`config.mk`:
```
export PLATFORM = sky130hd
export DESIGN_NAME = ysyx_22050612_ifu_flat
export DESIGN_NICKNAME = d
export VERILOG_FILES = /design/src/rtl/ysyx_22050612_ifu_if.sv /design/src/rtl/ysyx_22050612_ifu.sv /design/src/flat_wrapper.sv
export SDC_FILE = /design/constraint.sdc
export NUM_CORES = 1
export LEC_CHECK = 0
export ABC_AREA = 0
export CORE_MARGIN = 2
export CORE_UTILIZATION = 45
export CTS_CLUSTER_SIZE = 12
export DETAILED_ROUTE_END_ITERATION = 8
export GPL_ROUTABILITY_DRIVEN = 0
export PLACE_DENSITY = 0.71
export SYNTH_ARGS = -nofsm -noshare
export SYNTH_HDL_FRONTEND = slang
export SYNTH_SLANG_ARGS = --single-unit
```
`constraint.sdc`:
```
create_clock -name clk -period 15.62 [get_ports clk]
set_input_delay 4.686 -clock clk [delete_from_list [all_inputs] [get_ports clk]]
set_output_delay 4.686 -clock clk [all_outputs]
set_load 0.05 [all_outputs]
```
`src/rtl/ysyx_22050612_ifu_if.sv`:
```
// Fetch-stage bundle: instruction memory port, decode handshake, redirect and halt status.
// The master side is the fetch unit; the slave side is memory/decode/execute.
interface ysyx_22050612_ifu_if;
  logic        imem_req_valid;
  logic        imem_req_ready;
  logic [63:0] imem_req_addr;
  logic        imem_resp_valid;
  logic [31:0] imem_resp_data;
  logic        inst_valid;
  logic        inst_ready;
  logic [31:0] inst;
  logic [63:0] inst_pc;
  logic        redirect_valid;
  logic [63:0] redirect_pc;
  logic        halted;

  modport master (
    output imem_req_valid, imem_req_addr, inst_valid, inst, inst_pc, halted,
    input  imem_req_ready, imem_resp_valid, imem_resp_data, inst_ready,
           redirect_valid, redirect_pc
  );

  modport slave (
    input  imem_req_valid, imem_req_addr, inst_valid, inst, inst_pc, halted,
    output imem_req_ready, imem_resp_valid, imem_resp_data, inst_ready,
           redirect_valid, redirect_pc
  );
endinterface

```
`src/rtl/ysyx_22050612_ifu.sv`:
```
// Instruction fetch: one outstanding imem read, small PC-tagged queue toward decode, redirect flush.
// Optional macro IFU_EBREAK_HALT_EN stops fetching after an ebreak word is queued.
module ysyx_22050612_ifu #(
  parameter logic [63:0] RESET_PC    = 64'h8000_0000,
  parameter int          QUEUE_DEPTH = 2
) (
  input logic                  clk,
  input logic                  rst_n,
  ysyx_22050612_ifu_if.master  io_ifu
);
  localparam int PTR_W = $clog2(QUEUE_DEPTH);
  localparam int CNT_W = PTR_W + 1;

  typedef enum logic [1:0] {S_IDLE, S_WAIT, S_DRAIN} state_e;

  state_e             r_state;
  logic               r_started;
  logic [63:0]        r_fetch_pc;
  logic [63:0]        r_pending_pc;
  logic [31:0]        r_q_inst [QUEUE_DEPTH];
  logic [63:0]        r_q_pc   [QUEUE_DEPTH];
  logic [PTR_W-1:0]   r_rd_ptr;
  logic [PTR_W-1:0]   r_wr_ptr;
  logic [CNT_W-1:0]   r_count;

  logic        w_halted;
  logic        w_full;
  logic        w_req_valid;
  logic        w_req_fire;
  logic        w_push;
  logic        w_pop;
  logic [63:0] w_redir_pc;

  assign w_full      = (r_count == CNT_W'(QUEUE_DEPTH));
  assign w_req_valid = r_started && (r_state == S_IDLE) && !w_full &&
                       !io_ifu.redirect_valid && !w_halted;
  assign w_req_fire  = w_req_valid && io_ifu.imem_req_ready;
  // A redirect voids both the response capture and the decode pop of that cycle.
  assign w_push      = (r_state == S_WAIT) && io_ifu.imem_resp_valid && !io_ifu.redirect_valid;
  assign w_pop       = (r_count != '0) && io_ifu.inst_ready && !io_ifu.redirect_valid;
  assign w_redir_pc  = io_ifu.redirect_pc & ~64'h3;

  assign io_ifu.imem_req_valid = w_req_valid;
  assign io_ifu.imem_req_addr  = r_fetch_pc;
  assign io_ifu.inst_valid     = (r_count != '0);
  assign io_ifu.inst           = r_q_inst[r_rd_ptr];
  assign io_ifu.inst_pc        = r_q_pc[r_rd_ptr];
  assign io_ifu.halted         = w_halted;

  always_ff @(posedge clk or negedge rst_n) begin
    if (!rst_n) begin
      r_state      <= S_IDLE;
      r_started    <= 1'b0;
      r_fetch_pc   <= RESET_PC;
      r_pending_pc <= RESET_PC;
    end else begin
      r_started <= 1'b1;
      if (io_ifu.redirect_valid) begin
        r_fetch_pc <= w_redir_pc;
        case (r_state)
          S_WAIT:  r_state <= io_ifu.imem_resp_valid ? S_IDLE : S_DRAIN;
          S_DRAIN: if (io_ifu.imem_resp_valid) r_state <= S_IDLE;
          default: r_state <= S_IDLE;
        endcase
      end else begin
        case (r_state)
          S_IDLE: if (w_req_fire) begin
            r_pending_pc <= r_fetch_pc;
            r_fetch_pc   <= r_fetch_pc + 64'd4;
            r_state      <= S_WAIT;
          end
          S_WAIT, S_DRAIN: if (io_ifu.imem_resp_valid) r_state <= S_IDLE;
          default: r_state <= S_IDLE;
        endcase
      end
    end
  end

  always_ff @(posedge clk or negedge rst_n) begin
    if (!rst_n) begin
      r_rd_ptr <= '0;
      r_wr_ptr <= '0;
      r_count  <= '0;
    end else if (io_ifu.redirect_valid) begin
      r_rd_ptr <= '0;
      r_wr_ptr <= '0;
      r_count  <= '0;
    end else begin
      if (w_push) r_wr_ptr <= r_wr_ptr + PTR_W'(1);
      if (w_pop)  r_rd_ptr <= r_rd_ptr + PTR_W'(1);
      if (w_push && !w_pop)      r_count <= r_count + CNT_W'(1);
      else if (!w_push && w_pop) r_count <= r_count - CNT_W'(1);
    end
  end

  // Payload storage needs no reset; occupancy is tracked by r_count.
  always_ff @(posedge clk) begin
    if (w_push) begin
      r_q_inst[r_wr_ptr] <= io_ifu.imem_resp_data;
      r_q_pc[r_wr_ptr]   <= r_pending_pc;
    end
  end

`ifdef IFU_EBREAK_HALT_EN
  localparam logic [31:0] EBREAK = 32'h0010_0073;
  logic r_halted;
  always_ff @(posedge clk or negedge rst_n) begin
    if (!rst_n)                                          r_halted <= 1'b0;
    else if (io_ifu.redirect_valid)                      r_halted <= 1'b0;
    else if (w_push && io_ifu.imem_resp_data == EBREAK)  r_halted <= 1'b1;
  end
  assign w_halted = r_halted;
`else
  assign w_halted = 1'b0;
`endif
endmodule

```
`src/flat_wrapper.sv`:
```
// flat-port wrapper written by rule: the top's interface ports become plain ports
module ysyx_22050612_ifu_flat 
#(
  parameter logic [63:0] RESET_PC    = 64'h8000_0000,
  parameter int          QUEUE_DEPTH = 2
)
  (clk, rst_n, io_ifu_imem_req_valid, io_ifu_imem_req_addr, io_ifu_inst_valid, io_ifu_inst, io_ifu_inst_pc, io_ifu_halted, io_ifu_imem_req_ready, io_ifu_imem_resp_valid, io_ifu_imem_resp_data, io_ifu_inst_ready, io_ifu_redirect_valid, io_ifu_redirect_pc);
  ysyx_22050612_ifu_if io_ifu_i ();
  input logic clk;
  input logic rst_n;
  output wire logic [$bits(io_ifu_i.imem_req_valid)-1:0] io_ifu_imem_req_valid;
  output wire logic [$bits(io_ifu_i.imem_req_addr)-1:0] io_ifu_imem_req_addr;
  output wire logic [$bits(io_ifu_i.inst_valid)-1:0] io_ifu_inst_valid;
  output wire logic [$bits(io_ifu_i.inst)-1:0] io_ifu_inst;
  output wire logic [$bits(io_ifu_i.inst_pc)-1:0] io_ifu_inst_pc;
  output wire logic [$bits(io_ifu_i.halted)-1:0] io_ifu_halted;
  input wire logic [$bits(io_ifu_i.imem_req_ready)-1:0] io_ifu_imem_req_ready;
  input wire logic [$bits(io_ifu_i.imem_resp_valid)-1:0] io_ifu_imem_resp_valid;
  input wire logic [$bits(io_ifu_i.imem_resp_data)-1:0] io_ifu_imem_resp_data;
  input wire logic [$bits(io_ifu_i.inst_ready)-1:0] io_ifu_inst_ready;
  input wire logic [$bits(io_ifu_i.redirect_valid)-1:0] io_ifu_redirect_valid;
  input wire logic [$bits(io_ifu_i.redirect_pc)-1:0] io_ifu_redirect_pc;
  assign io_ifu_imem_req_valid = io_ifu_i.imem_req_valid;
  assign io_ifu_imem_req_addr = io_ifu_i.imem_req_addr;
  assign io_ifu_inst_valid = io_ifu_i.inst_valid;
  assign io_ifu_inst = io_ifu_i.inst;
  assign io_ifu_inst_pc = io_ifu_i.inst_pc;
  assign io_ifu_halted = io_ifu_i.halted;
  assign io_ifu_i.imem_req_ready = io_ifu_imem_req_ready;
  assign io_ifu_i.imem_resp_valid = io_ifu_imem_resp_valid;
  assign io_ifu_i.imem_resp_data = io_ifu_imem_resp_data;
  assign io_ifu_i.inst_ready = io_ifu_inst_ready;
  assign io_ifu_i.redirect_valid = io_ifu_redirect_valid;
  assign io_ifu_i.redirect_pc = io_ifu_redirect_pc;
  ysyx_22050612_ifu #(.RESET_PC(RESET_PC), .QUEUE_DEPTH(QUEUE_DEPTH)) u_core (.clk(clk), .rst_n(rst_n), .io_ifu(io_ifu_i));
endmodule
```
==> impl_metrics.tcl, run 1 <==
set metrics [dict create \
    syn_area_per_cell_um2 12.6 \
    ys.flop_type "edfxtp_1" \
    utilization_pct 59.3 \
    hold-path-endpoint "u_core.r_q_pc[0][53]" \
    top_layer "met4" \
    cp_max_fo 64 \
    maxCapViolCount 0 \
    grt_remaining_overflow 0 \
    path_clk_slew_ns 0.06 \
    layout-drive-gt1-share_pct 13.1 \
    cts_setup_buffers 0 \
    synth_mux_area_share_pct 8.22 \
    synthXorXnorAreaFrac_pct 0.649 \
    drt-pass1-iter-count 7 \
    path_buf_inv 3 \
    wl_um 35200 \
    io_pins 265 \
    clock_latency_ns 0.50 \
    maxClockFrequency_ghz 0.0883 \
    reg2reg_depth 8 \
    multi_input_area_um2 4270 \
    hold_path_startpoint "u_core.r_pending_pc[53]" \
    chipHeight_um 177 \
    met3WireLength_um 2700 \
    synthAdderAreaFrac_pct 0.464 \
    synth_edf_count 188 \
    netlist_area_um2 13500 \
    dieArea_um2 31400 \
    reg2reg_from "u_core.r_state[1]" \
    crit_arrival_ns 6.64 \
    rows 63 \
    relSlewSlack_pct 28.6 \
    yosysTopAreaCell "edfxtp_1" \
    via_per_inst 5.59 \
    end_kind "primary output" \
    ctsResizeCount 0 \
    crit_path_cell_trace "buf_2 -> buf_4 -> nand2b_1 -> nor3b_1 -> clkdlybuf4s50_1" \
    finalSetupViolations 0 \
    grt_pass1_wl_um 53800 \
    post_drt_wl_per_cell_um 20.2 \
    antenna_found_initial 0 \
    cts_buffers 35 \
    cts.sinks 319 \
    r2r_end "u_core.io_ifu.imem_req_addr[42]" \
    period_share_pct 72.5 \
    n_fill_cell 2379 \
    yosysUniqueCellTypes 65 \
    synthTopCellsByCount "nand2_1 (235), edfxtp_1 (188), dfrtp_1 (129)" \
    period_needed_ns 11.32 \
    slew_viol_final 0 \
    drt_iter0_drc 786 \
    root_buffer "clkbuf_16" \
    antenna_left 0 \
    synth_top_family_by_area "simple AND/OR/NAND/NOR gates" \
    hpwl_um 23100 \
    hold_buffers 0 \
    rsz0062_at_grt "false" \
    yosys.area_share.simple_pct 16.2 \
    cp_top_family "buffers and inverters" \
    ys_ff_latch 319 \
    reg2reg_slack_ns 12.52 \
    yosys_warnings 0 \
    track_usage_pct 22.2 \
    vdd_ir_drop_max_mv 0.0697 \
    drc 0 \
    drt-met1-wl_um 14900 \
    status "completed" \
    synthMostInstantiatedCell "nand2_1" \
    route.vias.total 9749 \
    power.leakage_nw 6.48 \
    grt_max_degree 79 \
    syn_to_final_growth_pct 29.9 \
    slowest_stage "clkdlybuf4s50_1" \
    synthCells 1075 \
    cts_tree "built" \
    cts_buffer_depth 3 \
    netlist.area_leader.share_pct 41.8 \
    met2_length_um 16900 \
    antenna_cells 0 \
    hold_class "reg -> reg" \
    io_buffers 257 \
    chipWidth_um 177 \
    synthTopCellsByArea "edfxtp_1 (42%), dfrtp_1 (24%), mux2_2 (7.8%)" \
    timing.setup.tns_ns 0 \
    whs_path_depth 0 \
    hold_slack_ns 0.466 \
    crit_path_max_incr_delay_ns 0.86 \
    synth_compound_area_share_pct 5.81 \
    required_ns 10.93 \
    coreArea_um2 29600 \
    tightest_slew_ns 1.06 \
    seq_area_um2 8930 \
    grt_pass1_vias 9536 \
    hold_violations 0 \
    start_kind "input pin" \
    ys_async_sr_fraction_pct 41.1 \
    crit_type "in -> out" \
    skew_ns 0.0138 \
    initial_core_util_pct 45.6 \
    ys_seq_area_share_pct 66.2 \
    final_nets 1434 \
    htreeDepth 2 \
    powerDensity_nw_per_um2 125 \
]
==> worst max path at each step <==
stage                                startpoint                     to  slack, ns  depth (start not counted)
final                     io_ifu_redirect_valid  io_ifu_imem_req_valid       4.30                          5
after global routing      io_ifu_redirect_valid  io_ifu_imem_req_valid       4.16                          5
after CTS                 io_ifu_redirect_valid  io_ifu_imem_req_valid       4.33                          5
after detailed placement  io_ifu_redirect_valid  io_ifu_imem_req_valid       4.35                          5
after global placement    io_ifu_redirect_valid  io_ifu_imem_req_valid       4.34                          5
after floorplan           io_ifu_redirect_valid  u_core.r_q_inst[0][0]       3.30                          4
==> registers in the layout, indices dropped and copies added, names as in the netlist <==
name                         flops
u_core.r_q_inst                 64
u_core.r_count                   2
u_core.r_q_pc                  124
u_core.io_ifu.imem_req_addr     62
u_core.r_started                 1
u_core.r_state                   2
u_core.r_rd_ptr                  1
u_core.r_pending_pc             62
u_core.r_wr_ptr                  1
==> logic make-up (layout without fill, tap and decap cells) <==
family	Yosys count	in the layout
adder cells (fa/ha/maj)	5	5
flip-flops	319	319
other	2	6
multiplexers	99	99
AO/OA/AOI/OAI	118	118
XOR/XNOR	10	10
buffers and inverters	72	346
AND/OR/NAND/NOR	450	450
==> routing by layer <==
layer | GRT usage [%] | vias up
met3 | 4.02 | 63
met2 | 36.2 | 399
li1 | - | 4453
met5 | 0 | -
met1 | 30.8 | 4834
met4 | 5.82 | 0
==> worst reg2reg max path: cells and delay by family (launching register included) <==
kind                       cells  cell delay (ns)
adders and majority gates      1             0.19
AOI/OAI and AO/OA              1             0.17
and+or+nand+nor                4             1.70
buffers and inverters          2             0.56
DFF                            1             0.40
==> per-stage QoR <==
stage | instance area (um^2) | setup slack (ns) | std cells | power [W]
after floorplan | 13500 | 3.30 | 1079 | 0.00126
after CTS | 17500 | 4.33 | 1743 | 0.00220
after detailed placement | 16400 | 4.35 | 1680 | 0.00139
after global routing | 17500 | 4.16 | 1743 | 0.00226
final | 17500 | 4.30 | 1743 | 0.00218
after global placement | 16400 | 4.34 | 1680 | 0.00138
==> layout by cell type (no fill, tap or decap), types with 3 or more instances in the layout <==
master,n
a21oi_1,8
a221o_1,3
a31oi_1,22
and2_1,3
and3_1,6
and4_1,3
buf_4,12
clkbuf_1,16
clkbuf_16,37
clkbuf_8,4
clkdlybuf4s50_1,255
conb_1,6
dfrtp_1,128
edfxtp_1,188
ha_1,5
inv_1,13
mux2_2,94
mux2i_1,5
nand2_1,235
nand2b_1,5
nand3_1,43
nand4_1,35
nor2_1,41
nor2b_1,5
nor3_1,10
nor4_1,9
nor4_2,3
o211ai_1,18
o21ai_0,33
o22ai_1,3
o311ai_0,5
o31ai_1,8
or3_1,21
or4_1,14
xnor2_1,6
xor2_1,4
==> report_power, final <==
| part | leakage, nW | internal [W] | total, W | switching, W |
|---|---|---|---|---|
| combinational | 2.64 | 0.000117 | 0.000321 | 0.000204 |
| clock | 0.538 | 0.000489 | 0.000806 | 0.000318 |
| sequential | 3.30 | 0.000987 | 0.00106 | 0.0000691 |
| total | 6.48 | 0.00159 | 0.00218 | 0.000591 |
==> area by class of cell <==
| cell class | instances | share of cell area (%) |
|---|---|---|
| multi-input combinational | 688 | 24.4 |
| clock inverter | 6 | 0.478 |
| clock buffer | 57 | 5.94 |
| inverter | 14 | 0.300 |
| timing repair buffer | 269 | 15.2 |
| sequential | 319 | 51.0 |
| tap | 390 | 2.78 |
No activity file was read; power rests on OpenSTA's default activity.
==> run 2: changes to the inputs <==
==> constraint.sdc (replaced) <==
create_clock -name clk -period 11.8 [get_ports clk]
set_input_delay 3.54 -clock clk [delete_from_list [all_inputs] [get_ports clk]]
set_output_delay 3.54 -clock clk [all_outputs]
set_load 0.05 [all_outputs]
==> impl_metrics.tcl, run 2 (synthesized netlist as in run 1, its figures left out) <==
set metrics [dict create \
    status "completed" \
    crit_path_end "io_ifu_imem_req_valid" \
    layout.cells.most_common "clkdlybuf4s50_1" \
    hpwl_um 23000 \
    io_pins 265 \
    io_buffers 257 \
    reg2reg_from "u_core.r_state[1]" \
    crit_arrival_ns 5.18 \
    r2r_end "u_core.io_ifu.imem_req_addr[40]" \
    vdd_ir_drop_max_mv 0.153 \
    utilization_pct 59.3 \
    chipHeight_um 177 \
    hold_violations 0 \
    htreeDepth 2 \
    path_clk_slew_ns 0.06 \
    coreArea_um2 29600 \
    cp_max_fo 5 \
    skew_ns 0.00941 \
    final_nets 1435 \
    cts_tree "built" \
    reg2reg_slack_ns 8.71 \
    via_per_inst 5.60 \
    top_regs "u_core.r_q_pc (124), u_core.r_q_inst (64)" \
    post_drt_wl_per_cell_um 20.3 \
    grt_remaining_overflow 0 \
    rsz0062_at_grt "false" \
    layout-drive-gt1-share_pct 13.1 \
    crit_type "in -> out" \
    wl_um 35400 \
    period_needed_ns 8.72 \
    slew_viol_final 0 \
    period_share_pct 73.9 \
    ctsResizeCount 0 \
    slowest_stage "clkdlybuf4s50_1" \
    relSlewSlack_pct 25.9 \
    rows 63 \
    cts_setup_buffers 0 \
    crit_path_max_incr_delay_ns 0.88 \
    initial_core_util_pct 45.6 \
    maxCapViolCount 0 \
    syn_to_final_growth_pct 29.8 \
    track_usage_pct 22.5 \
    cts.sinks 319 \
    hold_class "reg -> reg" \
    grt_pass1_vias 9482 \
    antenna_left 0 \
    chipWidth_um 177 \
    largest_reg_flops 124 \
    dpl-instance-area_um2 16400 \
    powerDensity_nw_per_um2 164 \
    antenna_cells 0 \
    timing.setup.tns_ns 0 \
    tightest_slew_ns 1.10 \
    finalInstanceArea_um2 17500 \
    maxClockFrequency_ghz 0.115 \
    power.leakage_nw 6.49 \
    reg2reg_depth 8 \
    end_kind "primary output" \
    finalSetupViolations 0 \
    antenna_found_initial 0 \
    drt_iter0_drc 627 \
    required_ns 8.26 \
    cts_buffers 35 \
    dieArea_um2 31400 \
    drc 0 \
    regMostFlops "u_core.r_q_pc" \
    route.vias.total 9770 \
    start_kind "input pin" \
    hold_buffers 0 \
    grt_pass1_wl_um 54500 \
    startpoint "io_ifu_redirect_valid" \
    root_buffer "clkbuf_16" \
    final_cell_mix "clkdlybuf4s50_1 (255), nand2_1 (235), edfxtp_1 (188)" \
    crit_path_cell_trace "buf_2 -> nand2b_1 -> nor3b_1 -> clkdlybuf4s50_1" \
    grt_max_degree 86 \
    cts_buffer_depth 3 \
    clock_latency_ns 0.50 \
    drt-pass1-iter-count 5 \
]
run 2: area by class of cell:
type,count,area (um^2)
multi-input combinational,688,4270
sequential,319,8930
clock buffer,53,1020
tap,390,488
fill,2437,12000
clock inverter,10,95.1
inverter,14,52.6
timing repair buffer,270,2670
run 2: worst min path at each step:
| stage | from | end | slack [ns] | cells past startpoint |
|---|---|---|---|---|
| after floorplan | u_core.r_pending_pc[10] | u_core.r_q_pc[0][10] | 0.44 | 0 |
| after global placement | u_core.r_pending_pc[42] | u_core.r_q_pc[0][42] | 0.45 | 0 |
| after detailed placement | u_core.r_pending_pc[53] | u_core.r_q_pc[1][53] | 0.45 | 0 |
| after CTS | u_core.r_pending_pc[30] | u_core.r_q_pc[0][30] | 0.46 | 0 |
| after global routing | u_core.r_pending_pc[26] | u_core.r_q_pc[1][26] | 0.47 | 0 |
| final | u_core.r_pending_pc[6] | u_core.r_q_pc[0][6] | 0.46 | 0 |
run 2: layer usage:
layer  vias up  GRT usage, %  share of wire (%)
met5         -             0                  0
met4         0          5.41                1.8
met3        49          4.75                8.1
met2       400          35.9                 47
met1      4851          31.6                 43
li1       4470             -                  -
run 2: report_power, final:
group	leakage [nW]	switching [W]	internal, W
logic	2.65	0.000271	0.000155
registers	3.30	0.0000920	0.00131
clock network	0.543	0.000420	0.000637
total	6.49	0.000783	0.00210
run 2: through the flow:
stage,power [W],worst slack [ns],instances,hold WS [ns]
finish,0.00288,3.08,1744,0.464
global route,0.00299,3.01,1744,0.474
CTS,0.00290,3.07,1744,0.462
detailed placement,0.00185,3.09,1681,0.454
global placement,0.00183,3.07,1681,0.447
floorplan,0.00166,0.626,1079,0.442
run 2: worst max-delay path, delay by kind of cell:
family | cells | cell delay (ns)
buffers and inverters | 2 | 1.02
and+or+nand+nor | 2 | 0.63
